[src/rtl/log_lane_mover.sv]
// Purpose : pool of river-log slots; seeds X from the offset table, moves each slot once per frame, retires/respawns.
// Latency : LOAD takes NUM_SLOTS cycles; a frame pass writes slot s at s+1 cycles after startOfFrame, frame_done right after.
// Backpressure: none; startOfFrame seen outside RUN (or while paused) is dropped, start=0 aborts to IDLE.
// Ports   : CLK/reset (sync, active-high); start/startOfFrame/pause control; start_offsetX/Y packed 9-bit table;
//           logX (signed 11b per slot), logY (10b per slot, constant), log_active, busy, frame_done (all registered).
module log_lane_mover #(
    parameter int NUM_SLOTS  = 8,
    parameter int NUM_LANES  = 4,
    parameter int TABLE_SIZE = 100,
    parameter int SCREEN_W   = 640,
    parameter int LOG_W      = 96,
    parameter int LANE_Y0    = 64,
    parameter int LANE_H     = 32
) (
    input  logic                      CLK,
    input  logic                      reset,
    input  logic                      start,
    input  logic                      startOfFrame,
    input  logic                      pause,
    input  logic [9*TABLE_SIZE-1:0]   start_offsetX,
    input  logic [9*TABLE_SIZE-1:0]   start_offsetY,
    output logic [11*NUM_SLOTS-1:0]   logX,
    output logic [10*NUM_SLOTS-1:0]   logY,
    output logic [NUM_SLOTS-1:0]      log_active,
    output logic                      busy,
    output logic                      frame_done
);

    localparam int SW = (NUM_SLOTS > 1) ? $clog2(NUM_SLOTS) : 1;
    localparam logic signed [10:0] RIGHT_EDGE = 11'(SCREEN_W);
    localparam logic signed [10:0] LEFT_EDGE  = 11'(-LOG_W);

    typedef enum logic [1:0] {IDLE = 2'd0, LOAD = 2'd1, RUN = 2'd2, UPDATE = 2'd3} state_t;

    // Unpack the table; only the low 6 bits of a Y entry seed the respawn delay.
    logic [8:0]              tab_x [TABLE_SIZE];
    logic [5:0]              tab_y [TABLE_SIZE];
    logic [3*TABLE_SIZE-1:0] unused_y_hi;

    for (genvar gi = 0; gi < TABLE_SIZE; gi++) begin : g_tab
        assign tab_x[gi]             = start_offsetX[gi*9 +: 9];
        assign tab_y[gi]             = start_offsetY[gi*9 +: 6];
        assign unused_y_hi[gi*3 +: 3] = start_offsetY[gi*9+6 +: 3];
    end

    state_t                 state_q, state_d;
    logic [SW-1:0]          slot_q, slot_d;
    logic [6:0]             ptr_q, ptr_d;
    logic signed [10:0]     x_q [NUM_SLOTS];
    logic signed [10:0]     x_d [NUM_SLOTS];
    logic [NUM_SLOTS-1:0]   act_q, act_d;
    logic [6:0]             wait_q [NUM_SLOTS];
    logic [6:0]             wait_d [NUM_SLOTS];
    logic                   busy_q, busy_d;
    logic                   frame_done_q, frame_done_d;

    logic                   last_slot;
    int                     lane;
    logic                   right;
    logic signed [10:0]     spd, cur_x, nx;
    logic [6:0]             cur_w, ptr_next;
    logic                   retire;

    assign last_slot = (slot_q == SW'(NUM_SLOTS - 1));
    assign ptr_next  = (ptr_q == 7'(TABLE_SIZE - 1)) ? 7'd0 : ptr_q + 7'd1;

    // State register (plus datapath flops)
    always_ff @(posedge CLK) begin
        if (reset) begin
            state_q      <= IDLE;
            slot_q       <= '0;
            ptr_q        <= '0;
            act_q        <= '0;
            busy_q       <= 1'b0;
            frame_done_q <= 1'b0;
            for (int k = 0; k < NUM_SLOTS; k++) begin
                x_q[k]    <= '0;
                wait_q[k] <= '0;
            end
        end else begin
            state_q      <= state_d;
            slot_q       <= slot_d;
            ptr_q        <= ptr_d;
            act_q        <= act_d;
            busy_q       <= busy_d;
            frame_done_q <= frame_done_d;
            for (int k = 0; k < NUM_SLOTS; k++) begin
                x_q[k]    <= x_d[k];
                wait_q[k] <= wait_d[k];
            end
        end
    end

    // Next-state logic; dropping start wins over everything.
    always_comb begin
        state_d = state_q;
        case (state_q)
            IDLE:    if (start) state_d = LOAD;
            LOAD:    if (last_slot) state_d = RUN;
            RUN:     if (startOfFrame && !pause) state_d = UPDATE;
            UPDATE:  if (last_slot) state_d = RUN;
            default: state_d = IDLE;
        endcase
        if (!start) state_d = IDLE;
    end

    // Per-slot datapath; only the slot selected by slot_q is touched each cycle.
    always_comb begin
        lane   = int'(slot_q) % NUM_LANES;
        right  = (lane % 2) == 0;
        spd    = 11'(lane + 1);
        cur_x  = x_q[slot_q];
        cur_w  = wait_q[slot_q];
        nx     = right ? (cur_x + spd) : (cur_x - spd);
        retire = right ? (nx >= RIGHT_EDGE) : (nx <= LEFT_EDGE);

        slot_d       = slot_q;
        ptr_d        = ptr_q;
        act_d        = act_q;
        frame_done_d = 1'b0;
        for (int k = 0; k < NUM_SLOTS; k++) begin
            x_d[k]    = x_q[k];
            wait_d[k] = wait_q[k];
        end

        case (state_q)
            LOAD: begin
                x_d[slot_q]    = {2'b00, tab_x[ptr_q]};
                act_d[slot_q]  = 1'b1;
                wait_d[slot_q] = '0;
                ptr_d          = ptr_next;
                slot_d         = last_slot ? '0 : slot_q + 1'b1;
            end
            UPDATE: begin
                if (act_q[slot_q]) begin
                    if (retire) begin
                        // X is left at its last on-screen value.
                        act_d[slot_q]  = 1'b0;
                        wait_d[slot_q] = {1'b0, tab_y[ptr_q]} + 7'd1;
                        ptr_d          = ptr_next;
                    end else begin
                        x_d[slot_q] = nx;
                    end
                end else if (cur_w <= 7'd1) begin
                    // Delay expired: re-enter from the off-screen side of the lane.
                    act_d[slot_q]  = 1'b1;
                    wait_d[slot_q] = '0;
                    x_d[slot_q]    = right ? LEFT_EDGE : RIGHT_EDGE;
                end else begin
                    wait_d[slot_q] = cur_w - 7'd1;
                end
                slot_d       = last_slot ? '0 : slot_q + 1'b1;
                frame_done_d = last_slot;
            end
            default: slot_d = '0;
        endcase

        if (!start) begin
            slot_d = '0;
            ptr_d  = '0;
            act_d  = '0;
            for (int k = 0; k < NUM_SLOTS; k++) begin
                x_d[k]    = '0;
                wait_d[k] = '0;
            end
        end

        busy_d = (state_d == LOAD) || (state_d == UPDATE);
    end

    // Outputs come straight from flops.
    for (genvar gk = 0; gk < NUM_SLOTS; gk++) begin : g_out
        assign logX[gk*11 +: 11] = x_q[gk];
        assign logY[gk*10 +: 10] = 10'(LANE_Y0 + (gk % NUM_LANES) * LANE_H);
    end
    assign log_active = act_q;
    assign busy       = busy_q;
    assign frame_done = frame_done_q;

endmodule

[config.mk]
export PLATFORM = sky130hd
export DESIGN_NAME = log_lane_mover
export DESIGN_NICKNAME = d
export VERILOG_FILES = /design/src/rtl/log_lane_mover.sv
export SDC_FILE = /design/constraint.sdc
export NUM_CORES = 1
export LEC_CHECK = 0
export CORE_AREA = 2 2 775 777
export CTS_CLUSTER_DIAMETER = 60
export DETAILED_ROUTE_END_ITERATION = 10
export DIE_AREA = 0 0 777 779
export SLEW_MARGIN = 25
export SYNTH_ARGS = -nofsm -noshare
export SYNTH_HDL_FRONTEND = slang
export SYNTH_SLANG_ARGS = --single-unit
[constraint.sdc]
create_clock -name CLK -period 7.07 [get_ports CLK]
set_input_delay 1.414 -clock CLK [delete_from_list [all_inputs] [get_ports CLK]]
set_output_delay 1.414 -clock CLK [all_outputs]
set_load 0.03 [all_outputs]
# After elaboration in Yosys (flattened, before gate mapping)
# Memories as Yosys holds them, arrays and structs flattened. A register that Yosys moved wholly into a read port is not among the register bits.
# Index checks and enable logic that the tools add are counted.
[classes]
n_eq_ne = 11
bitwise_logic = 26
mux = 65
order_cmp = 8
n_reduce_logical = 14
n_addsub = 7
[ops]
columns = ["operator", "n"]
rows = [
  ["88-bit 2-to-1 mux", 4],
  ["88-bit bitwise mux", 3],
  ["56-bit 2-to-1 mux", 4],
  ["88-bit case mux with 2 select lines", 1],
  ["11-bit 2-to-1 mux", 11],
  ["56-bit bitwise mux", 2],
  ["56-bit case mux with 2 select lines", 1],
  ["7-bit 2-to-1 mux", 12],
  ["9-bit binary-select mux with 7-bit select", 1],
  ["56-bit AND", 1],
  ["56-bit NOT", 1],
  ["6-bit binary-select mux with 7-bit select", 1],
  ["11-bit demux with 3-bit select", 1],
  ["32-bit zero test", 1],
  ["8-bit 2-to-1 mux", 3],
  ["7-bit demux with 3-bit select", 1],
  ["9-bit 2-to-1 mux", 2],
  ["1-bit bitwise OR", 16],
  ["8-bit case mux with 2 select lines", 1],
  ["7-bit case mux with 2 select lines", 1],
  ["6-bit 2-to-1 mux", 2],
  ["11-bit by 4-bit adder with 11-bit output", 1],
  ["11-bit >= comparator (second input constant)", 1],
  ["11-bit by 8-bit <= comparator with 1-bit output (second input constant)", 1],
  ["38 further kinds", 58],
]
[totals]
mem_bits_rw = 144
out_inout_bits = 178
wordCells = 139
n_memories = 2
input_bits = 1805
regBits = 22
[memory_table]
columns = ["memory", "depth", "width", "rd", "rd_clocked_by_memory_dff", "wr", "line_no", "text"]
rows = [
  ["x_q", 8, 11, 9, 1, 8, "49", "logic signed [10:0] x_q [NUM_SLOTS];"],
  ["wait_q", 8, 7, 9, 1, 8, "52", "logic [6:0] wait_q [NUM_SLOTS];"],
]

# Logic depth before layout (Yosys ltp)
# Gate-level depths: netlist of the first run.
[depth]
depth_word = 12
mapped_depth = 22
depth_no_buf = 17

# Worst setup path after synthesis of the first run
# Ideal clock, no wire load.
[synth_timing]
path_kind = "flip-flop to flip-flop"
from = "register slot_q[0]"
to = "memory wait_q[2][5]"
path_buffers = 6
synth_period_minus_slack_ns = 4.648
path_stages_with_launch = 19
setup_ns = 0.088
required_ns = 6.982
setup_slack_ns = 2.422
arrival_time_ns = 4.560
path_cell_list = "dfxtp_1 > buf_4 > buf_6 > buf_4 > buf_6 > nor3_1 > clkbuf_1 > a22oi_1 > nand3_1 > ha_1 > a21o_1 > a221oi_2 > o21bai_1 > xor2_1 > a41oi_2 > buf_2 > o311ai_1 > a32oi_1 > o31ai_1"
[synth_lines]
columns = ["element", "line_no", "text"]
rows = [
  ["start, declared", "47", "logic [SW-1:0] slot_q, slot_d;"],
  ["start signal, assigned", "82", "slot_q <= slot_d;"],
  ["end, declared", "52", ""],
]

==> metrics, run 1 <==
IO Port Bufs 1602; Critical Path AT 6040 ps; Syn Area/Cell 11.84 sq um; Syn Inst Count 1809; Final Hold Viols 0; maximum clock frequency 0.1748 GHz; number of setup buffers added after CTS 0; Core Area 0.5966 sq mm; WL final 289600 um; layout cells sized above 1 20.29%; GR Util met3 2.219%; sequential area share after synthesis 15.42%; ys flop type dfxtp_1; Tot GR Track Use 9.080%; crit-path cells nor3_2, buf_4, a22o_1, a221oi_1, and3_1, ha_1, inv_1, fa_1, a21o_1, a221oi_2, o221ai_1, xnor2_1, o211ai_1, nor2_1, buf_4, o311ai_1, buf_4, a32oi_1, o31ai_1; Starting Density 3.590%; final worst slack 1348 ps; Layout fillers 69307; Slew Viols, Final 0; DRC Markers 0; Top Usage Layer GRT met2; critical path's top delay family compound AO/OA/AOI/OAI gates; Total Power 3.722 mW; total gr overflow 0; Critical Path RT 7390 ps; Post-synth ARST share 0%; critical-path maximum fanout 18; post_cts resized 0; first-pass GRT wire length 339600 um; status finished, final reports clean; Register Area 0.003324 sq mm; met2 Use GR 15.04%; initial antenna violation count 212; Synthesis Warnings 0; DR vias 25609; Setup Skew 20.58 ps; TritonCTS buffer count 17; clk root buf clkbuf_16; clk sink count 165; routed length per instance 25.59 um; Final ANT Viol Nets 0; Die ar. 0.6053 sq mm; DR pass1 iterations 5; P per Cell Area 77.64 mW/mm^2; setup TNS 0 ps; chip height 779 um; startpoint types register; Crit path buffers/inverters 4; routability cong. 0.8844; DP HPWL 266100 um; highest cell delay on the worst timing path 870 ps; largest net degree at the start of global routing 82; number of synthesized register bits 165; Final period util 80.93%; Via-to-Cell Ratio 2.263; maxcap violations 0; pre-CTS WS 1265 ps; Die Wd 777 um; Least-Margin Pin Slew 1347 ps; Hold-fix buffers, CTS 0; CTS tree yes; mapped cell area 0.02142 sq mm; Crit Path Class register to register; number of DRC markers in iteration 0 1873; Layout Nets 5207; Setup-failing EPs final 0; maximum VDD drop 0.0001031 V; Netlist cell types 95; most used cell, CP buf_4; met1 Use GR 11.83%; clock buffer depth 2; vias in the first global route 25810; Syn-to-layout area delta 123.9%; RSZ-0062 raised after global routing no; area of the multi-input gates 0.01665 sq mm; clk slew on worst S/H paths 80 ps; Post-synth EDFFs 0; Slew HR 8.399%; IO Count 1983; slowest CP cell dfxtp_1; Leakage Power 13.60 nW; clk_lat worst skew 460 ps; CP endpoint kind register; H-tree levels 4; Period minus WS final 5722 ps; Core Rows 284; Worst Hold Class register to register
-- path summary, 6_finish.rpt --
kind / start / end / slack, ps / cells past startpoint
min: wait_q[5][2] / wait_q[5][2] / 470 / 2
min reg2reg: wait_q[5][2] / wait_q[5][2] / 470 / 2
max: slot_q[2] / wait_q[2][5] / 1350 / 19
max reg2reg: slot_q[2] / wait_q[2][5] / 1350 / 19
-- registers in the layout (all words and copies together) (netlist names), named ones only --
| name | count |
|---|---|
| x_q | 88 |
| wait_q | 56 |
| ptr_q | 7 |
| slot_q | 3 |
| state_q | 2 |
| frame_done | 1 |
-- worst register-to-register path, cell delays in order (launching register included) --
cell and delay, ps:
dfxtp_1 870, nor3_2 210, buf_4 230, a22o_1 230
a221oi_1 260, and3_1 250, ha_1 180, inv_1 60
fa_1 470, a21o_1 210, a221oi_2 360, o221ai_1 320
xnor2_1 260, o211ai_1 130, nor2_1 580, buf_4 320
o311ai_1 130, buf_4 210, a32oi_1 200, o31ai_1 90
-- cells in the final DEF, fill, tap and decap left out, types with 12 or more instances in the layout --
cell type        instances
buf_12                  13
ha_1                    18
o21ai_1                 12
diode_2                 56
conb_1                  80
mux2_2                  15
dfxtp_1                158
a221oi_1                23
a21oi_1                 45
nand3_1                 63
a22oi_1                 45
buf_4                  135
nor2_1                  98
nand2_1                104
mux2i_1                151
clkdlybuf4s50_1       1598
clkbuf_16               17
mux4_1                  14
a211oi_1                17
mux4_2                 409
o21ai_0                 60
-- synth_stat cells (6+ instances only) --
cell	n	area (sq um)
a21o_1	8	60.06
o21ai_0	61	305.3
a221oi_1	25	219.0
ha_1	18	225.2
a32o_1	8	80.08
nand4_1	7	43.79
o31ai_1	11	82.58
a22oi_1	45	337.8
a31oi_1	8	50.05
mux2_2	15	168.9
mux2i_1	156	1562
a21oi_1	45	225.2
o211ai_1	7	52.55
nand2_1	105	394.1
nor2b_1	18	112.6
o2bb2ai_1	10	87.58
and3_1	9	56.30
and2_1	12	75.07
o311ai_1	6	52.55
a211oi_1	17	127.6
xor2_1	7	61.31
o21ai_1	11	55.05
nor2_1	104	390.4
clkbuf_1	55	206.5
a22o_1	10	87.58
mux4_1	14	367.9
buf_2	55	275.3
o22ai_1	9	56.30
nand3_1	63	315.3
xnor2_1	11	96.34
a311oi_1	12	105.1
nor3_1	10	50.05
buf_6	40	450.4
inv_1	9	33.78
mux4_2	409	9211
dfxtp_1	165	3303
buf_4	112	840.8
a32oi_1	10	87.58
-- report_power, final --
part	internal (mW)	total (mW)	switching [mW]
registers	0.930	0.937	0.00689
clock network	0.542	1.01	0.463
logic	1.06	1.78	0.722
total	2.53	3.72	1.19
-- logic make-up after synthesis --
| family | count (synthesis) | share of synthesized area [%] |
|---|---|---|
| multiplexers | 595 | 52.86 |
| AO/OA/AOI/OAI | 364 | 12.68 |
| AND/OR/NAND/NOR | 358 | 7.969 |
| buffers and inverters | 288 | 9.149 |
| flip-flops | 165 | 15.42 |
| adder cells (fa/ha/maj) | 19 | 1.145 |
| XOR/XNOR | 18 | 0.7361 |
| other | 2 | 0.03507 |
-- per-layer routing --
metal  part of all wire (%)  vias to the layer above  wire (um)
met2                     46                     1892     134500
met1                     43                    12646     125200
met5                   0.14                        -        397
li1                       -                    10653          -
met4                    2.6                       62       7442
met3                    7.6                      356      22020
-- final cells by class --
type	instances	share of cell area [%]
timing repair buffer	1751	36.12
multi-input combinational	1434	34.74
tap	7865	20.53
sequential	165	6.934
clock buffer	18	0.9160
clock inverter	14	0.3366
antenna	56	0.2923
inverter	14	0.1409
-- through the flow --
| step | hold slack [ps] | instance area (sq um) | cells | util (%) |
|---|---|---|---|---|
| final | 466.6 | 47940 | 11317 | 8.036 |
| after global routing | 494.6 | 47900 | 11299 | 8.029 |
| after CTS | 473.9 | 47800 | 11261 | 8.011 |
| after detailed placement | 458.3 | 47200 | 11229 | 7.911 |
| after global placement | 449.1 | 47180 | 11227 | 7.907 |
| after floorplan | 438.1 | 21710 | 1887 | - |
No activity file was read; power rests on OpenSTA's default activity.
==> run 2, diff against run 1 <==
--- a/config.mk
+++ b/config.mk
@@ -5,10 +5,10 @@
 export SDC_FILE = /design/constraint.sdc
 export NUM_CORES = 1
 export LEC_CHECK = 0
-export CORE_AREA = 2 2 775 777
+export CORE_AREA = 2 2 776 778
 export CTS_CLUSTER_DIAMETER = 60
 export DETAILED_ROUTE_END_ITERATION = 10
-export DIE_AREA = 0 0 777 779
+export DIE_AREA = 0 0 778 780
 export SLEW_MARGIN = 25
 export SYNTH_ARGS = -nofsm -noshare
 export SYNTH_HDL_FRONTEND = slang
==> constraint.sdc (replaced) <==
create_clock -name CLK -period 5.5 [get_ports CLK]
set_input_delay 1.1 -clock CLK [delete_from_list [all_inputs] [get_ports CLK]]
set_output_delay 1.1 -clock CLK [all_outputs]
set_load 0.03 [all_outputs]
==> metrics, run 2 (synthesized netlist as in run 1, its figures left out) <==
status finished, final reports clean; sw frac 30.80% (-1.2 points); worst hold start wait_q[0][0]; IO Port Bufs 1602 (unchanged); Core Rows 285 (+0.35%); TritonCTS buffer count 17 (unchanged); Worst Hold Class register to register; number of DRC markers in iteration 0 1837 (-1.9%); DRC Markers 0 (unchanged); vias in the first global route 26433 (+2.4%); commonest non-fill, non-tap cell in the layout clkdlybuf4s50_1; R2R Path End wait_q[0][1]; Internal 3.314 mW (+31%); DR pass1 iterations 7 (+2); Critical Path AT 5420 ps (-620 ps); Setup-failing EPs final 0 (unchanged); Die ar. 0.6068 sq mm (+0.26%); Starting Density 3.573% (-0.017 points); Clk pwr share 27.6% (+0.6 points); final worst slack 475.8 ps (-872.2 ps); NetSw 1.475 mW (+24%); clock buffer depth 2 (unchanged); pre-CTS WS -47.90 ps (-1313 ps); Period minus WS final 5024 ps (-697.8 ps); layout cells sized above 1 21.96% (+1.7 points); Syn-to-layout area delta 129.1%; initial antenna violation count 166 (-22%); Least-Margin Pin Slew 1009 ps (-338.7 ps); routability cong. 0.8974 (+1.5%); first-pass GRT wire length 315100 um (-7.2%); Tot GR Track Use 8.238% (-0.84 points); reg-to-reg slack, setup 480 ps (-870 ps); total gr overflow 0 (unchanged); Leakage Power 14.06 nW (+3.4%); DP HPWL 239600 um (-10%); Worst Hold Slack 471.5 ps (+4.978 ps); maxcap violations 0 (unchanged); clk slew on worst S/H paths 70 ps (about the same); CTS tree yes; startpoint types register; FF-to-FF path depth 18 (-1); Die Wd 778 um (+0.13%); largest registers x_q x88, wait_q x56, ptr_q x7; Final ANT Viol Nets 0 (unchanged); Via-to-Cell Ratio 2.227 (-1.6%); Combinational Power Share 47.4% (-0.4 points); Setup Skew 17.38 ps (-3.192 ps); CP endpoint kind register; Critical Path RT 5900 ps (-1490 ps); critical-path maximum fanout 16 (-2); DR vias 25785 (+0.69%); Layout Nets 5282 (+1.4%); chip height 780 um (+0.13%); setup TNS 0 ps (unchanged); reg2reg start slot_q[1]; Total Power 4.789 mW (+29%); Slew Viols, Final 0 (unchanged); max reg flops 88 (unchanged); routed length per instance 22.70 um (-11%); P per Cell Area 97.60 mW/mm^2 (+26%); Hold-fix buffers, CTS 0 (unchanged); IO Count 1983 (unchanged); Slew HR 32.44% (+24 points); RSZ-0062 raised after global routing no; maximum clock frequency 0.1990 GHz (+14%); Layout fillers 69642 (+0.48%); most used cells in the layout excluding fill and tap cells 1601 x clkdlybuf4s50_1, 409 x mux4_2, 191 x buf_4; Final period util 91.35% (+10 points); hold path depth 2 (unchanged); largest net degree at the start of global routing 68 (-17%); clk root buf clkbuf_16; H-tree levels 4 (unchanged); Hold Path End wait_q[0][0]; clk_lat worst skew 470 ps (about the same); WL final 262800 um (-9.2%); Core Area 0.5994 sq mm (+0.47%); Crit Path Class register to register; Final Hold Viols 0 (unchanged); Seq pwr share 25.1% (about the same); clk sink count 165 (unchanged); maximum VDD drop 0.0001856 V (+80%); largest reg by FF count x_q
[run 2: changes by cell type in the layout (fill, tap and decap cells not counted), sizes merged]
cell / before / now
diode: 56 / 70
buf: 153 / 225
clkdlybuf4s50: 1598 / 1601
bufinv: 2 / 3
inv: 20 / 18
[run 2: layout make-up]
class	instances	area, sq um	share of cell area, %
Multi-Input combinational cell	1434	16690	34.02
Tap cell	8036	10050	20.49
Clock inverter	13	192.7	0.3927
Clock buffer	18	429.2	0.8747
Timing Repair Buffer	1826	18120	36.94
Sequential cell	165	3326	6.778
Inverter	14	67.56	0.1377
Antenna cell	70	175.2	0.3570
[run 2: metrics by stage]
step	instance area (sq um)	util, %	cells
after floorplan	21710	-	1887
after global placement	48160	8.034	11467
after detailed placement	48190	8.039	11468
after CTS	48810	8.143	11499
after global routing	48990	8.173	11548
final	49060	8.185	11576
[run 2: worst max-delay path, cell delays in order (launching register included)]
cell      delay, ps
dfxtp_1         660
nor3_2           80
buf_4           250
a221oi_1        340
and3_1          240
ha_1            220
inv_1            80
fa_1            440
a21o_1          200
a221oi_2        310
buf_4           180
o21bai_1         80
xor2_1          280
o211ai_1        200
nor2_1          350
buf_4           240
o311ai_2        110
nor2_1          480
a32o_1          200
[run 2: repair_timing]
action,4_1_cts,5_1_grt
setup endpoints to repair,0,8
setup buffers,0,7
resized for setup,0,2
[run 2: worst max-delay path by stage]
stage	cells past startpoint	end	slack, ps	startpoint
finish	18	wait_q[0][1]	480	slot_q[1]
global route	18	wait_q[2][4]	140	slot_q[1]
CTS	11	wait_q[6][4]	40	ptr_q[0]
detailed placement	11	wait_q[7][4]	-50	start_offsetY[362]
global placement	11	wait_q[7][4]	-80	start_offsetY[371]
floorplan	18	wait_q[2][5]	850	slot_q[0]
[run 2: metal layers]
metal	global-route usage [%]	wire length, um	vias to the layer above
li1	-	-	10843
met1	10.68	113400	12831
met2	13.02	115700	1756
met3	2.676	24900	295
met4	2.288	8475	60
met5	0	362	-
[run 2: power groups by stage]
stage	combinational, mW	sequential, mW	clock [mW]
finish	2.27	1.20	1.32
global route	2.41	1.20	1.39
CTS	2.34	1.21	1.34
detailed placement	2.32	1.23	0
global placement	2.31	1.23	0
floorplan	0.694	1.23	0
